$ cat src/rtl/regfile_writeback.sv
// rtl/regfile_writeback.sv - register file write-port driver merging integer writebacks with buffered FPU results
module regfile_writeback #(
    parameter int FIFO_DEPTH = 4,
    parameter int CNT_W      = 3
) (
    input  logic             clk,
    input  logic             reset,
    input  logic             intValid,
    input  logic [4:0]       intReg,
    input  logic             intFloat,
    input  logic [31:0]      intData,
    input  logic             fpValid,
    output logic             fpReady,
    input  logic [4:0]       fpReg,
    input  logic [31:0]      fpData,
    input  logic [4:0]       queryReg,
    input  logic             queryFloat,
    output logic             queryHit,
    output logic [4:0]       writeReg,
    output logic [31:0]      writeData,
    output logic             regWrite,
    output logic             float,
    output logic [CNT_W-1:0] fifoCount,
    output logic             pending
);
    localparam int PTR_W = $clog2(FIFO_DEPTH);
    localparam logic [CNT_W-1:0] FULL_COUNT = CNT_W'(FIFO_DEPTH);

    logic [4:0]            qReg  [FIFO_DEPTH];
    logic [31:0]           qData [FIFO_DEPTH];
    logic [FIFO_DEPTH-1:0] qLive;
    logic [PTR_W-1:0]      wrPtr;
    logic [PTR_W-1:0]      rdPtr;
    logic                  push;
    logic                  pop;
    logic                  hit;

    // fpReady deliberately ignores a same-cycle pop so the full flag is purely registered state
    always_comb begin
        fpReady = !reset && (fifoCount < FULL_COUNT);
        push    = fpValid && fpReady;
        pop     = !intValid && (fifoCount != '0);
        pending = (fifoCount != '0);
    end

    // Live bits are cleared on pop, so only queued-and-not-squashed entries can hit
    always_comb begin
        hit = 1'b0;
        for (int i = 0; i < FIFO_DEPTH; i++) begin
            if (qLive[i] && (qReg[i] == queryReg)) hit = 1'b1;
        end
        queryHit = hit && queryFloat;
    end

    always_ff @(posedge clk) begin
        if (reset) begin
            wrPtr     <= '0;
            rdPtr     <= '0;
            fifoCount <= '0;
            qLive     <= '0;
            writeReg  <= '0;
            writeData <= '0;
            regWrite  <= 1'b0;
            float     <= 1'b0;
        end else begin
            // A newer float write kills older queued FPU results for the same register
            if (intValid && intFloat) begin
                for (int i = 0; i < FIFO_DEPTH; i++) begin
                    if (qLive[i] && (qReg[i] == intReg)) qLive[i] <= 1'b0;
                end
            end
            if (pop) begin
                qLive[rdPtr] <= 1'b0;
                rdPtr        <= rdPtr + 1'b1;
            end
            // Written after the squash loop so a same-cycle push survives it
            if (push) begin
                qReg[wrPtr]  <= fpReg;
                qData[wrPtr] <= fpData;
                qLive[wrPtr] <= 1'b1;
                wrPtr        <= wrPtr + 1'b1;
            end
            if (push && !pop) begin
                fifoCount <= fifoCount + 1'b1;
            end else if (pop && !push) begin
                fifoCount <= fifoCount - 1'b1;
            end

            if (intValid) begin
                writeReg  <= intReg;
                writeData <= intData;
                float     <= intFloat;
                regWrite  <= (intReg != 5'd0);
            end else if (pop) begin
                writeReg  <= qReg[rdPtr];
                writeData <= qData[rdPtr];
                float     <= 1'b1;
                regWrite  <= qLive[rdPtr] && (qReg[rdPtr] != 5'd0);
            end else begin
                regWrite  <= 1'b0;
            end
        end
    end
endmodule
$ cat config.mk
export PLATFORM = sky130hd
export DESIGN_NAME = regfile_writeback
export DESIGN_NICKNAME = d
export VERILOG_FILES = /design/src/rtl/regfile_writeback.sv
export SDC_FILE = /design/constraint.sdc
export NUM_CORES = 1
export LEC_CHECK = 0
export ABC_AREA = 1
export CAP_MARGIN = 5
export CORE_MARGIN = 10
export CORE_UTILIZATION = 40
export CTS_BUF_LIST = sky130_fd_sc_hd__clkbuf_16
export CTS_CLUSTER_DIAMETER = 30
export CTS_CLUSTER_SIZE = 12
export DETAILED_ROUTE_END_ITERATION = 10
export MAX_ROUTING_LAYER = met4
export PLACE_DENSITY = 0.64
export SETUP_SLACK_MARGIN = 0.5
export SYNTH_ARGS = -nofsm -noshare
export SYNTH_HDL_FRONTEND = slang
export SYNTH_SLANG_ARGS = --single-unit
$ cat constraint.sdc
create_clock -name clk -period 3.1 [get_ports clk]
set_input_delay 0.775 -clock clk [delete_from_list [all_inputs] [get_ports clk]]
set_output_delay 0.775 -clock clk [all_outputs]
set_load 0.01 [all_outputs]
==> out/results.ini, run 1 <==
[sta]
finalWorstPathRequiredPeriod_ns=2.48
finalHoldViolations=0
layout_worst_path_cycle_share_pct=80.1
fin_skew_ns=0.0112
setup_viol=0
setup_slack_ns=0.617
slew_headroom_pct=46.0
rsz_0062_raised_after_global_routing=no
fin_hold_ws_ns=0.518
max_freq_mhz=403
worst_pin_slew_ns=0.808
timing.final.max_slew_violations=0

[global_route]
grt_first_pass_wirelength_um=33800
met2_usage_pct=25.4
grt_use_met3_pct=5.38
grt_usage_pct=16.6
globalRouteOverflowTotal=0
grtUsageMet1_pct=21.3
vias_in_the_first_global_route=6032
grt_start_max_net_pins=75
grt-busiest-layer=met2
initial_antenna_violation_count=3

[setup_path]
arrival_ns=1.71
critPathKind=reg2out
r2r.worst_path.cells=11
worst_setup_path_end_kind=output pin
crit_end=queryHit
timing.critical_path.from=qReg[0][3]$_DFFE_PP_
setup.worst_path.start_class=flip-flop
r2r_setup_slack_ns=1.08
worstReg2RegStart=fifoCount[2]$_SDFFE_PP0P_
cp.required_ns=2.32
reg2reg_to=fifoCount[2]$_SDFFE_PP0P_
worstPathMaxFanout=4

[routing]
vias=6319
drt.antenna.violating_nets=0
post-route-drc-count=0
firstDrtPassIters=6
route.final.wire_length_um=22100
wire_per_inst_um=18.2
first_iter_violations=446
avgViaCountPerCell=5.20

[place]
port_buffers=129
dp_slack_ns=-0.147
dp_cells=1175
detailed_place.area_mm2=0.00995
dp_hpwl_um=14100
gp_routability_congestion=0.918

[synthesis]
netlist_instances=804
synthesis.yosys.warnings=0
synth_enable_flop_cells=148
synth_top_flop_cell=edfxtp_1
netlist_area_mm2=0.00838
synth_top_cells_by_count=edfxtp_1 (148), nand2_1 (146), nor2_1 (93)
synth.ff_latch_count=200
postSynth.asyncResetShare_pct=0
seq_area_frac_synth_pct=65.5
post_synth_num_cell_types=28
synthMostInstantiatedCell=edfxtp_1
yosysTopAreaCellShare_pct=53.1
synthDominantAreaCellType=edfxtp_1
syn_avg_cell_area_um2=10.4
synth_fp_nets=899
leading_cell_types_by_total_area_after_synthesis=edfxtp_1 (53%), dfxtp_1 (12%), nand2_1 (6.5%)

[power]
seq_power_share_pct=43.9
share_clk_of_total_power_pct=27.5
power_switching_mw=2.42
worst_voltage_drop_across_the_vdd_grid_uv=380
comb_power_share_pct=28.6
report.power.total_mw=7.56
intPower_mw=5.14
cellLeakagePower_nw=3.82
power_density_cells_mw_per_mm2=719
switching_share_pct=32.0

[finish]
design.final.nets=1024
area_growth_syn_to_layout_pct=25.6
num-fill-cells=1825
post_route_cells_drive_above_1_share_pct=7.96
finalNonFillerCells=1215
post_route_cell_area_mm2=0.0105

[floorplan]
die_ar_mm2=0.0271
die_height_um=165
floorplan.initialDensity_pct=41.0
boundaryPins=130
die_width_um=165
placementRows=52
core_mm2=0.0204

[job]
drv.max_cap_violation_count=0

[clock_tree]
clkSlewWorstSetupHoldPaths_ns=0.07
worstSkewPairLatency_ns=0.43
cts_tree=yes
cts_hold_repair.buffers=0
num_clock_sinks=200
clk_path_buf_depth=2
h-tree-depth=4
clock_tree.root_cell=clkbuf_16
tritoncts.num_buffers=17

[run_status]
status=finished, final reports clean

[worst_hold_path]
min-delay-path-class=reg2reg
hold_path.startpoint=writeReg[3]$_SDFFE_PP0P_

==> layout make-up <==
class	instances	area, um2	share of cell area, %
Inverter	48	180	1.71
Clock inverter	15	129	1.22
Multi-Input combinational cell	513	2510	23.9
Sequential cell	200	5490	52.1
Tap cell	270	338	3.21
Antenna cell	3	7.51	0.0714
Clock buffer	17	425	4.04
Timing Repair Buffer	149	1440	13.7
==> state kept, by name (all words and copies together), names as in the netlist, named ones only <==
| signal | count |
|---|---|
| qData | 128 |
| writeData | 32 |
| qReg | 20 |
| writeReg | 5 |
| qLive | 4 |
| fifoCount | 3 |
| rdPtr | 2 |
| wrPtr | 2 |
| float | 1 |
| regWrite | 1 |
==> placed cells by master, fill, tap and decap left out, types with 23 or more instances in the layout <==
master           Yosys  final
dfxtp_1             52     51
edfxtp_1           148    148
clkdlybuf4s50_1      0    121
o22ai_1             41     41
a31oi_1             37     37
inv_1               37     33
nand2_1            146    146
o21ai_1             27     29
nor2_1              93     93
o21ai_0             91     89
a21oi_1             23     23
==> power by group through the flow <==
stage	sequential, mW	combinational (mW)	clock, mW
after global routing	3.35	2.42	2.24
final	3.32	2.17	2.08
after floorplan	3.43	1.22	0
after detailed placement	3.37	2.18	0
after CTS	3.32	2.18	2.12
after global placement	3.37	2.16	0
==> per-layer routing <==
metal  wire length (um)  share of wire, %  vias up
li1                   -                 -     3105
met1               9860                45     2979
met2              10200                46      215
met3               1820               8.2       20
met4                204              0.92        0
met5                  0                 0        -
==> per-stage QoR <==
stage | util (%) | TNS [ns]
after floorplan | - | 0
after global placement | 48.7 | -0.146
after detailed placement | 48.7 | -0.147
after CTS | 51.4 | 0
after global routing | 51.5 | 0
final | 51.5 | 0
==> critical path: stages, from the launching register on <==
cell and delay [ns]:
edfxtp_1 0.48, or2_0 0.25, a21oi_1 0.14, nand3_1 0.08, nand2_1 0.07, nor2_1 0.04
nor2_1 0.08, buf_2 0.13
==> worst min path at each step <==
stage	to	slack (ns)	cells past startpoint
after floorplan	wrPtr[1]$_SDFFE_PP0N_	0.49	2
after global placement	writeReg[2]$_SDFFE_PP0P_	0.50	2
after detailed placement	writeReg[4]$_SDFFE_PP0P_	0.51	2
after CTS	writeReg[4]$_SDFFE_PP0P_	0.52	2
after global routing	writeReg[4]$_SDFFE_PP0P_	0.53	2
final	writeReg[3]$_SDFFE_PP0P_	0.52	2
==> cells by family after synthesis <==
group | count (synthesis) | share of synthesized area [%]
AO/OA/AOI/OAI | 220 | 14.3
adder cells (fa/ha/maj) | 10 | 1.58
XOR/XNOR | 8 | 0.836
AND/OR/NAND/NOR | 275 | 13.2
flip-flops | 200 | 65.5
buffers and inverters | 91 | 4.59
==> repair_timing <==
| action | CTS | global route |
|---|---|---|
| gates cloned | 0 | 0 |
| setup endpoints to repair | 2 | 1 |
| setup buffers | 0 | 5 |
| endpoints found under the hold margin | 0 | 0 |
| resized for setup | 16 | 9 |
| pin swaps | 2 | 5 |
No activity file was read; power rests on OpenSTA's default activity.
==> inputs of run 2 (changes only) <==
Settings changed: PLACE_DENSITY 0.64 to 0.67.
Clock period 3.1 ns to 2.2 ns, I/O delays scaled along.
==> out/results.ini, run 2 (synthesis gave the netlist of run 1 again) <==
[floorplan]
die_width_um=165  ; unchanged
core_mm2=0.0204  ; unchanged
placementRows=52  ; unchanged
floorplan.initialDensity_pct=41.0  ; unchanged
die_height_um=165  ; unchanged
boundaryPins=130  ; unchanged
die_ar_mm2=0.0271  ; unchanged

[routing]
drt.antenna.violating_nets=0  ; unchanged
route.final.wire_length_um=22100  ; about the same
firstDrtPassIters=4  ; was 6
post-route-drc-count=0  ; unchanged
first_iter_violations=416  ; was 446
avgViaCountPerCell=5.15  ; was 5.20
wire_per_inst_um=17.7  ; was 18.2 um
vias=6454  ; was 6319

[sta]
finalWorstPathRequiredPeriod_ns=2.22
rsz_0062_raised_after_global_routing=yes  ; was no
worst_pin_slew_ns=0.460  ; was 0.808 ns
fin_skew_ns=0.0103  ; was 0.0112 ns
max_freq_mhz=450
slew_headroom_pct=69.3  ; was 46.0%
setup_viol=1  ; was 0
layout_worst_path_cycle_share_pct=101
timing.final.max_slew_violations=0  ; unchanged
final_setup_tns_ns=-0.0230  ; was 0 ns
finalHoldViolations=0  ; unchanged
setup_slack_ns=-0.0230  ; was 0.617 ns

[finish]
largest-register=qData  ; unchanged
mostFrequentLayoutCell=edfxtp_1  ; unchanged
largest_register_ffs=128  ; unchanged
finalCoreUtilization_pct=53.8  ; was 51.5%
num-fill-cells=1861  ; was 1825
area_taken_by_multi_input_logic_gates_mm2=0.00257  ; was 0.00251 mm2
design.final.nets=1064  ; was 1024
most-common-layout-cells=edfxtp_1 (148), nand2_1 (144), nor2_1 (90)  ; was edfxtp_1 (148), nand2_1 (146), clkdlybuf4s50_1 (121)
area_growth_syn_to_layout_pct=31.2  ; was 25.6%
finalNonFillerCells=1254  ; was 1215
seqCellArea_mm2=0.00550  ; was 0.00549 mm2
top_regs=qData (128), writeData (32), qReg (20)  ; unchanged
post_route_cells_drive_above_1_share_pct=13.3  ; was 7.96%

[place]
dp_cells=1212  ; was 1175
port_buffers=129  ; unchanged
dp_hpwl_um=15500  ; was 14100 um
dp_slack_ns=-0.642  ; was -0.147 ns
gp_routability_congestion=0.861  ; was 0.918

[power]
share_clk_of_total_power_pct=27.6  ; was 27.5%
switching_share_pct=32.0  ; about the same
report.power.total_mw=10.9  ; was 7.56 mW
comb_power_share_pct=29.4  ; was 28.6%
intPower_mw=7.38  ; was 5.14 mW
power_density_cells_mw_per_mm2=988  ; was 719 mW/mm2
cellLeakagePower_nw=4.21  ; was 3.82 nW
seq_power_share_pct=43.1  ; was 43.9%
worst_voltage_drop_across_the_vdd_grid_uv=615  ; was 380 uV
power_switching_mw=3.48  ; was 2.42 mW

[setup_path]
critPathKind=reg2out  ; unchanged
crit_end=queryHit  ; unchanged
r2r.worst_path.cells=12  ; was 11
arrival_ns=1.67  ; was 1.71 ns
setup.worst_path.start_class=flip-flop  ; unchanged
critical_path_buf_inv_count=2  ; was 1
cp_slowest_stage_delay_ns=0.49  ; was 0.48 ns
timing.critical_path.from=qReg[3][2]$_DFFE_PP_  ; was qReg[0][3]$_DFFE_PP_
critical-path-top-cell-by-count=nor2_2  ; was nor2_1
logic_depth_of_the_worst_setup_path_including_buffers=8  ; was 7
worstReg2RegStart=fifoCount[0]$_SDFFE_PP0P_  ; was fifoCount[2]$_SDFFE_PP0P_
worstPathCellList=buf_6 > o22ai_2 > nor2_1 > nand3_1 > nand2_1 > nor2_2 > nor2_2 > buf_2  ; was or2_0 > a21oi_1 > nand3_1 > nand2_1 > nor2_1 > nor2_1 > buf_2
reg2reg_to=fifoCount[2]$_SDFFE_PP0P_  ; unchanged
worst_setup_path_end_kind=output pin  ; unchanged
worst_path_max_delay_cell=edfxtp_1  ; unchanged
r2r_setup_slack_ns=0.43  ; was 1.08 ns
worstPathMaxFanout=3  ; was 4
critical_path.top_delay_family=flip-flops  ; was simple AND/OR/NAND/NOR gates
cp.required_ns=1.65  ; was 2.32 ns

[global_route]
initial_antenna_violation_count=2  ; was 3
grt_usage_pct=16.8  ; was 16.6%
globalRouteOverflowTotal=0  ; unchanged
grt_start_max_net_pins=75  ; unchanged
vias_in_the_first_global_route=6404  ; was 6032
grt_first_pass_wirelength_um=34600  ; was 33800 um

[clock_tree]
clkSlewWorstSetupHoldPaths_ns=0.07  ; about the same
clk_path_buf_depth=2  ; unchanged
cts_tree=yes  ; unchanged
num_clock_sinks=200  ; unchanged
tritoncts.num_buffers=17  ; unchanged
worstSkewPairLatency_ns=0.43  ; about the same
clock_tree.root_cell=clkbuf_16  ; unchanged
h-tree-depth=4  ; unchanged

[job]
drv.max_cap_violation_count=0  ; unchanged

[run_status]
failed_checks=negative setup slack
status=finished with violations  ; was finished, final reports clean

[worst_hold_path]
min-delay-path-class=reg2reg  ; unchanged

run 2: repair_timing:
item,4_1_cts,5_1_grt
setup endpoints to repair,195,22
buffers inserted,4,4
hold buffers,0,0
pin swaps,11,2
gates cloned,0,0
gates resized for setup,73,10
run 2: how the worst min path moves through the flow:
stage | from | endpoint | depth (start not counted)
6_report | writeReg[4]$_SDFFE_PP0P_ | writeReg[4]$_SDFFE_PP0P_ | 2
5_1_grt | writeReg[2]$_SDFFE_PP0P_ | writeReg[2]$_SDFFE_PP0P_ | 2
4_1_cts | writeReg[4]$_SDFFE_PP0P_ | writeReg[4]$_SDFFE_PP0P_ | 2
3_5_place_dp | writeReg[4]$_SDFFE_PP0P_ | writeReg[4]$_SDFFE_PP0P_ | 2
3_3_place_gp | writeReg[3]$_SDFFE_PP0P_ | writeReg[3]$_SDFFE_PP0P_ | 2
2_1_floorplan | wrPtr[1]$_SDFFE_PP0N_ | wrPtr[1]$_SDFFE_PP0N_ | 2
run 2: power by group through the flow:
stage | Clock, mW | Combinational, mW | Sequential, mW
2_1_floorplan | 0 | 1.76 | 4.84
3_3_place_gp | 0 | 3.19 | 4.74
3_5_place_dp | 0 | 3.24 | 4.76
4_1_cts | 3.05 | 3.17 | 4.67
5_1_grt | 3.19 | 3.56 | 4.72
6_report | 2.99 | 3.19 | 4.68
run 2: worst reg2reg max path, delay by kind of cell, from the launching register on:
| kind | cells | cell delay (ns) |
|---|---|---|
| buffers and inverters | 3 | 0.23 |
| DFF | 1 | 0.35 |
| xor gates and xnor gates | 1 | 0.17 |
| AOI/OAI and AO/OA | 2 | 0.12 |
| and+or+nand+nor | 4 | 0.32 |
| adders and majority gates | 2 | 0.46 |
run 2: layout make-up:
cell class	count	share of cell area (%)
repair buffers	189	16.5
multi-input cells	513	23.4
clock buffers	18	4.10
clock inverters	14	1.10
well taps	270	3.07
flip-flops and latches	200	50.0
inverters	48	1.80
diodes	2	0.0455
run 2: metrics by stage:
stage / hold slack [ns] / cell area [um2]
2_1_floorplan: 0.490 / 8420
3_3_place_gp: 0.509 / 10400
3_5_place_dp: 0.510 / 10400
4_1_cts: 0.516 / 10900
5_1_grt: 0.544 / 11000
6_report: 0.512 / 11000
run 2: per-layer routing:
metal  track usage [%]  wire, um  part of all wire (%)  up-vias
li1                  -         -                     -     3179
met1              21.5     10000                    45     3071
met2              26.2     10400                    47      186
met3              4.26      1500                   6.8       18
met4              4.47       251                   1.1        0
met5                 -         0                     0        -
